File: src/rtl/alu_op_driver.sv
// alu_op_driver: registers commands onto the ALU inputs, samples the result after SETTLE cycles and returns it tagged
module alu_op_driver #(
  parameter int TAG_W = 4,
  parameter int SETTLE = 1,
  parameter int CNT_W = 16
) (
  input  logic             clk,
  input  logic             rst,
  input  logic             cmd_valid,
  output logic             cmd_ready,
  input  logic [4:0]       cmd_op,
  input  logic [31:0]      cmd_a,
  input  logic [31:0]      cmd_b,
  input  logic [TAG_W-1:0] cmd_tag,
  output logic [31:0]      alu_a,
  output logic [31:0]      alu_b,
  output logic [4:0]       alu_ctrl,
  input  logic [31:0]      alu_result,
  input  logic             alu_zero,
  input  logic             alu_carry,
  input  logic             alu_overflow,
  input  logic             alu_negative,
  output logic             rsp_valid,
  input  logic             rsp_ready,
  output logic [31:0]      rsp_result,
  output logic [3:0]       rsp_flags,
  output logic [TAG_W-1:0] rsp_tag,
  input  logic             sticky_clr,
  output logic [1:0]       sticky_flags,
  output logic [CNT_W-1:0] op_count
);
  localparam logic [1:0] IDLE = 2'd0, DRIVE = 2'd1, RESP = 2'd2;
  logic [1:0] state;
  logic [3:0] cnt;
  logic [TAG_W-1:0] tag_q;
  logic cap;
  assign cmd_ready = state == IDLE;
  assign rsp_valid = state == RESP;
  assign cap = state == DRIVE && cnt == 4'd0;
  always_ff @(posedge clk) begin
    if (rst) begin
      state <= IDLE;
      cnt <= '0;
      tag_q <= '0;
      alu_a <= '0;
      alu_b <= '0;
      alu_ctrl <= '0;
      rsp_result <= '0;
      rsp_flags <= '0;
      rsp_tag <= '0;
      sticky_flags <= '0;
      op_count <= '0;
    end else begin
      case (state)
        IDLE: if (cmd_valid) begin
          alu_a <= cmd_a;
          alu_b <= cmd_b;
          alu_ctrl <= cmd_op;
          tag_q <= cmd_tag;
          cnt <= 4'(SETTLE - 1);
          state <= DRIVE;
        end
        DRIVE: if (cnt == 4'd0) begin
          rsp_result <= alu_result;
          rsp_flags <= {alu_negative, alu_overflow, alu_carry, alu_zero};
          rsp_tag <= tag_q;
          state <= RESP;
        end else cnt <= cnt - 4'd1;
        RESP: if (rsp_ready) begin
          op_count <= op_count + CNT_W'(1);
          state <= IDLE;
        end
        default: state <= IDLE;
      endcase
      // clear applies before the capture sets, so a same-cycle clear keeps only the new bits
      sticky_flags <= (sticky_clr ? 2'b00 : sticky_flags) | (cap ? {alu_overflow, alu_carry} : 2'b00);
    end
  end
endmodule

File: config.mk
export PLATFORM = sky130hd
export DESIGN_NAME = alu_op_driver
export DESIGN_NICKNAME = d
export VERILOG_FILES = /design/src/rtl/alu_op_driver.sv
export SDC_FILE = /design/constraint.sdc
export NUM_CORES = 1
export LEC_CHECK = 0
export ABC_CLOCK_PERIOD_IN_PS = 1700
export CAP_MARGIN = 20
export CORE_UTILIZATION = 36
export DETAILED_ROUTE_END_ITERATION = 10
export GPL_TIMING_DRIVEN = 0
export HOLD_SLACK_MARGIN = 0.02
export PLACE_DENSITY = 0.76
export SLEW_MARGIN = 20
export SYNTH_ARGS = -nofsm -noshare
export SYNTH_HDL_FRONTEND = slang
export SYNTH_SLANG_ARGS = --single-unit
File: constraint.sdc
create_clock -name clk -period 1.7 [get_ports clk]
set_clock_uncertainty 0.15 [all_clocks]
set_input_delay 0.425 -clock clk [delete_from_list [all_inputs] [get_ports clk]]
set_output_delay 0.425 -clock clk [all_outputs]
set_load 0.01 [all_outputs]
[Word-level counts from Yosys, hierarchy flattened]
Cells that the tools add are included.
Widths: inputs -> output; s select.
Storage, ports and cells
  register bits: 137
  input port bits: 114
  output and inout port bits: 129
Operators by class
  $add $sub $neg: 2
  equal/unequal tests: 6
  multiplexer cells: 9
  bitwise logic cells: 1
  reduce and logical (&&, ||, !) cells: 9
Operators with widths (count)
  $add 16x1->16 const B: 1
  $mux 2: 5
  $mux 4: 2
  $pmux 4 s2: 1
  $pmux 2 s3: 1
  $reduce_and 2->1: 3
  $reduce_and 3->1: 2
  $logic_not 4->1: 1
  $ne 2x1->1 const B: 2
  $ne 2x2->1 const B: 2
  $sub 4x1->4 const B: 1
  $eq 2x1->1 const B: 1
  $eq 2x2->1 const B: 1
  $logic_not 2->1: 1
  $or 2x2->2: 1
  $reduce_bool 2->1: 1
  $logic_and 1x1->1: 1

[Logic depth before layout (Yosys ltp)]
  depth after elaboration: 4
  gate-level depth with buffers: 8
  depth with buffers taken out: 6

[Least setup slack after synthesis]
OpenSTA, ideal clock, no wires.
  path type: flip-flop to flip-flop
  from: reg cnt[0]
  to: reg rsp_result[10]
  setup time: 70 ps
  arrival time: 1586 ps
  data required time: 1480 ps
  setup slack: -106 ps
  stages on the path, launching flop included: 8
  period minus slack after synthesis: 1806 ps
  path through: dfxtp_1 inv_1 ha_1 nor3b_1 nor2b_1 clkbuf_1 nand2_1 a21oi_1
On the way
  cells in the longest elaborated chain, start to end: 2
Ends and longest elaborated chain
  from (decl): RTL line 34  | logic [3:0] cnt;
  from (signal assigned): RTL line 60  | cnt <= 4'(SETTLE - 1);
  from (signal assigned): RTL line 68  | end else cnt <= cnt - 4'd1;
  $logic_not 4->1: RTL line 63  | DRIVE: if (cnt == 4'd0) begin
  $reduce_and 2->1 (no line)
  to (signal assigned): RTL line 64  | rsp_result <= alu_result;
  to (decl): RTL line 25  | output logic [31:0] rsp_result,
Every way passes these cells.
A chain may end at the register's enable or synchronous reset.

[Worst setup path after layout]
  from: reg state[0]
  to: reg op_count[13]
On the way
  cells in the longest elaborated chain, start to end: 2
Ends and longest elaborated chain
  from (decl): RTL line 33  | logic [1:0] state;
  from (signal assigned): RTL line 42  | state <= IDLE;
  from (signal assigned): RTL line 61  | state <= DRIVE;
  from (signal assigned): RTL line 67  | state <= RESP;
  $eq 2x2->1: RTL line 54  | case (state)
  $reduce_and 2->1 (no line)
  to (signal assigned): RTL line 70  | op_count <= op_count + CNT_W'(1);
  to (decl): RTL line 30  | output logic [CNT_W-1:0] op_count
Every way passes these cells.

==> run summary <==
The longest individual stage delay on the worst path is 0.38 ns. STA classifies the critical path endpoint as a register. In this run the most critical hold path is launched from rst. The ratio of cells with drive above 1 in the final layout is 0.147. The initial cell density of the core came out at 0.371. The overall routed net length is roughly 16 mm. The minimum clock period after layout came out at 1.71 ns. The via count of the first global-routing pass is 4,989. The data arrival time of the worst path is 1.83 ns. Prior to clock tree synthesis, the placed netlist has a worst setup slack of -0.781 ns. The wire length of the first global-routing pass came out at 24.6 mm. The summed negative setup slack over all endpoints is -0.0186 ns. The sum of buffers and inverters on the critical path came out at 2.

The final critical-path share of the clock period came out at 1.01. After clock tree synthesis, the clock-pin slew on the worst setup and hold paths is about 0.060 ns. The max-slew violation count came out at 0.

For this design, the sink count on the clock tree is approximately 140. The register bit total from synthesis came out at around 140. The switching power total is about 3600 uW. The final layout net count came out at 1,020. The number of hold violations in the final report came out at 0. The max-slew headroom at the worst pin came out at 0.488.

The total global routing track utilization came out at 0.221. The post-synthesis cell type with the largest combined area is dfxtp_1. The maximum fanout count along the critical path is 8. In this run the worst setup path begins at state[0]$_SDFFE_PP0P_. The global routing stage identified its most utilized layer as met2. The switching power as a share of total power came out at 0.307.

The width of the die is about 120 um. The tool flagged a number of max-cap violations equal to 0. The number of antenna violations at the first check in global routing came to 0. The highest ir drop seen on vdd came out at 751 uV. The die height is 119 um. The met3 demand-to-capacity share in global routing is 0.0809.

The number of antenna cells inserted came out at 0. The synthesized net count is ~730. The worst min-delay path category is in -> reg.

The placer congestion estimate came out at 0.770. The area of the placeable core came out at 13,300 um2. The share of total power dissipated in sequential elements is 0.350. The first detailed-routing pass took 5 iterations.

The global-route met1 utilization is 0.250. The number of hold buffers added after CTS came out at 0. Setup repair after global routing could not meet its margin everywhere. The row count is 42. TritonCTS built the clock tree.

For this design the ratio of total power to cell area is 1360 nW/um2. The count of buffers added on input and output ports is 241. Derived from the worst setup path, the maximum achievable clock frequency is a little under 600 MHz. The design draws 11,600 uW. At the worst endpoint, the required time is 1.82 ns.

The number of enable-type register cells in the synthesized netlist is 0. The run finished, with violations left. The root buffer cell chosen for the clock tree is clkbuf_16. At the later pin of the worst-skew pair, clock insertion delay measures 0.41 ns.

The critical path goes through nand3b_4, or2_1, buf_6, buf_4, o31ai_1, a21oi_1. The clock buffer count from CTS is 17. The area of the mapped netlist is roughly 4900 um2.

The average vias per placed instance came out at 4.73. The total die area is 14,200 um2. During I/O placement, the number of pins put on the boundary was about 240. The H-tree was split into 4 levels. The routed layout has between 5,000 and 6,000 vias.

The standard cell area after detailed placement came out at 7590 um2. The combinational power share came out at 0.308. The post-detailed-placement half-perimeter wirelength came out at 10.9 mm.

In this run the static leakage power is 0.00380 uW. The worst setup path is of the reg -> reg kind. The met2 usage came out at 0.381. The warning count from the yosys run is 0.

Synthesis produced 616 cells. The slew of the pin with the lowest slew margin is 0.768 ns. The proportion of synthesized flip-flops having asynchronous set or reset came out at 0.

The share of the synthesized area in the top cell type is 0.554. The number of nets still failing antenna checks after routing is 0. The fraction of the yosys area taken by sequential cells came out at 0.554. The worst setup path is launched from a register.

The deepest clock path buffer count is 2. In this run the mean area of a mapped cell was roughly 8.0 um2. Sorting the synthesized cells by how often they occur yields 233 x nand2_1, 137 x dfxtp_1, 125 x a21oi_1, 35 x clkbuf_1, 11 x nor2_1. Once routing completed, OpenROAD measured the worst setup slack at -0.0130 ns. Among all stages on the critical path, the largest delay is contributed by dfxtp_4.

The final reports fail on negative setup slack. Compared with the post-synthesis result, the final layout area differs by 73.4%. The worst hold slack after final layout is 0.297 ns.

The startpoint of the lowest-slack register-to-register path is state[0]$_SDFFE_PP0P_. The final cell area excluding filler cells came out at between 8000 and 9000 um2. In the post-synthesis netlist, the biggest area contributors are dfxtp_1 55%, nand2_1 18%, a21oi_1 13%.

The final count of negative-setup-slack endpoints came out at 3. In the final routed layout, each cell accounts on average for 14.7 um. Entering global routing, the biggest net connects 17 pins.

The internal power of the cells is around 8000 uW. The leading cell type by number of instances after synthesis is nand2_1. For this run, design rule violations remaining after detail routing come to 0. The clock share of power is 0.342.

In this design, the largest share of critical-path delay is due to simple AND/OR/NAND/NOR gates. The count of different cell masters after synthesis is 33. The overall overflow remaining after global route came out at 0. The number of DRC markers after the initial detailed-route iteration came out at 177.

The top flip-flop cell by instance count after synthesis is dfxtp_1.
-- worst paths after layout --
path,endpoint,slack [ns],cells after the start
setup / recovery,op_count[13]$_SDFFE_PP0P_,-0.01,6
hold / removal,alu_b[19]$_SDFFE_PP0P_,0.30,2
hold reg to reg,alu_a[2]$_SDFFE_PP0P_,0.30,2
setup reg to reg,op_count[13]$_SDFFE_PP0P_,-0.01,6
-- stage by stage --
step                      std cells   util
after floorplan                 616      -
after CTS                      1078  0.626
after global placement         1033  0.569
final                          1092  0.643
after detailed placement       1033  0.569
after global routing           1092  0.643
-- worst reg2reg max path: cells and delay by family (launching register included) --
family,cells,cell delay (ns)
DFF,1,0.38
AOI/OAI and AO/OA,2,0.35
buffers and inverters,2,0.28
and+or+nand+nor,2,0.42
-- power groups by stage --
stage	Clock, uW	Combinational (uW)	Sequential, uW
floorplan	0	1440	4320
global placement	0	3350	4110
detailed placement	0	3370	4130
CTS	4040	3500	4060
global route	4220	3950	4140
finish	3970	3590	4070
-- layer usage --
metal / share of wire / vias up
li1: - / 2598
met4: 0.013 / 0
met1: 0.41 / 2344
met2: 0.49 / 202
met3: 0.088 / 17
met5: 0 / -
-- repair_timing --
action,4_1_cts,5_1_grt
setup endpoints to repair,240,94
cloned,0,2
resized for setup,201,49
buffers inserted,14,14
pin swaps,6,12
-- kinds of logic (layout without fill, tap and decap cells) --
group | count (synthesis) | in the layout | share of synthesized area
AND/OR/NAND/NOR | 285 | 285 | 0.241
flip-flops | 137 | 137 | 0.554
AO/OA/AOI/OAI | 134 | 134 | 0.140
buffers and inverters | 46 | 346 | 0.0374
XOR/XNOR | 10 | 10 | 0.0177
adder cells (fa/ha/maj) | 3 | 3 | 0.00758
multiplexers | 1 | 1 | 0.00202
-- state kept, by name, summed over array words and instances, names as in the netlist --
register,count
state,2
alu_b,32
alu_ctrl,5
op_count,16
rsp_result,32
cnt,4
sticky_flags,2
alu_a,32
rsp_tag,4
rsp_flags,4
tag_q,4
-- area by class of cell --
cell class | count | area [um2]
inverters | 3 | 11.3
clock inverters | 11 | 166
plain buffers | 40 | 246
flip-flops and latches | 137 | 2790
clock buffers | 21 | 480
repair buffers | 271 | 2500
multi-input cells | 433 | 2170
well taps | 176 | 220
fillers | 1183 | 4770
-- layout by cell type (no fill, tap or decap), types with 2 or more instances in the layout --
master	instances
nand2_1	230
dlygate4sd2_1	127
dfxtp_1	119
a21oi_1	115
clkdlybuf4s50_1	111
buf_4	26
clkbuf_1	17
clkbuf_16	17
a21oi_2	10
nor2_1	10
dfxtp_2	10
buf_6	9
dfxtp_4	8
clkbuf_4	7
nand3_1	7
xor2_1	7
clkbuf_8	6
clkbuf_2	5
nor3_1	5
nand2b_1	4
o31ai_1	4
buf_2	4
bufinv_16	4
or4_1	3
or4_4	3
xnor2_1	3
clkinvlp_4	3
clkinv_2	3
inv_2	2
nor2b_4	2
nand2_2	2
nand4_1	2
o31ai_2	2
or3_1	2
ha_4	2
(Power assumes the default switching activity.)
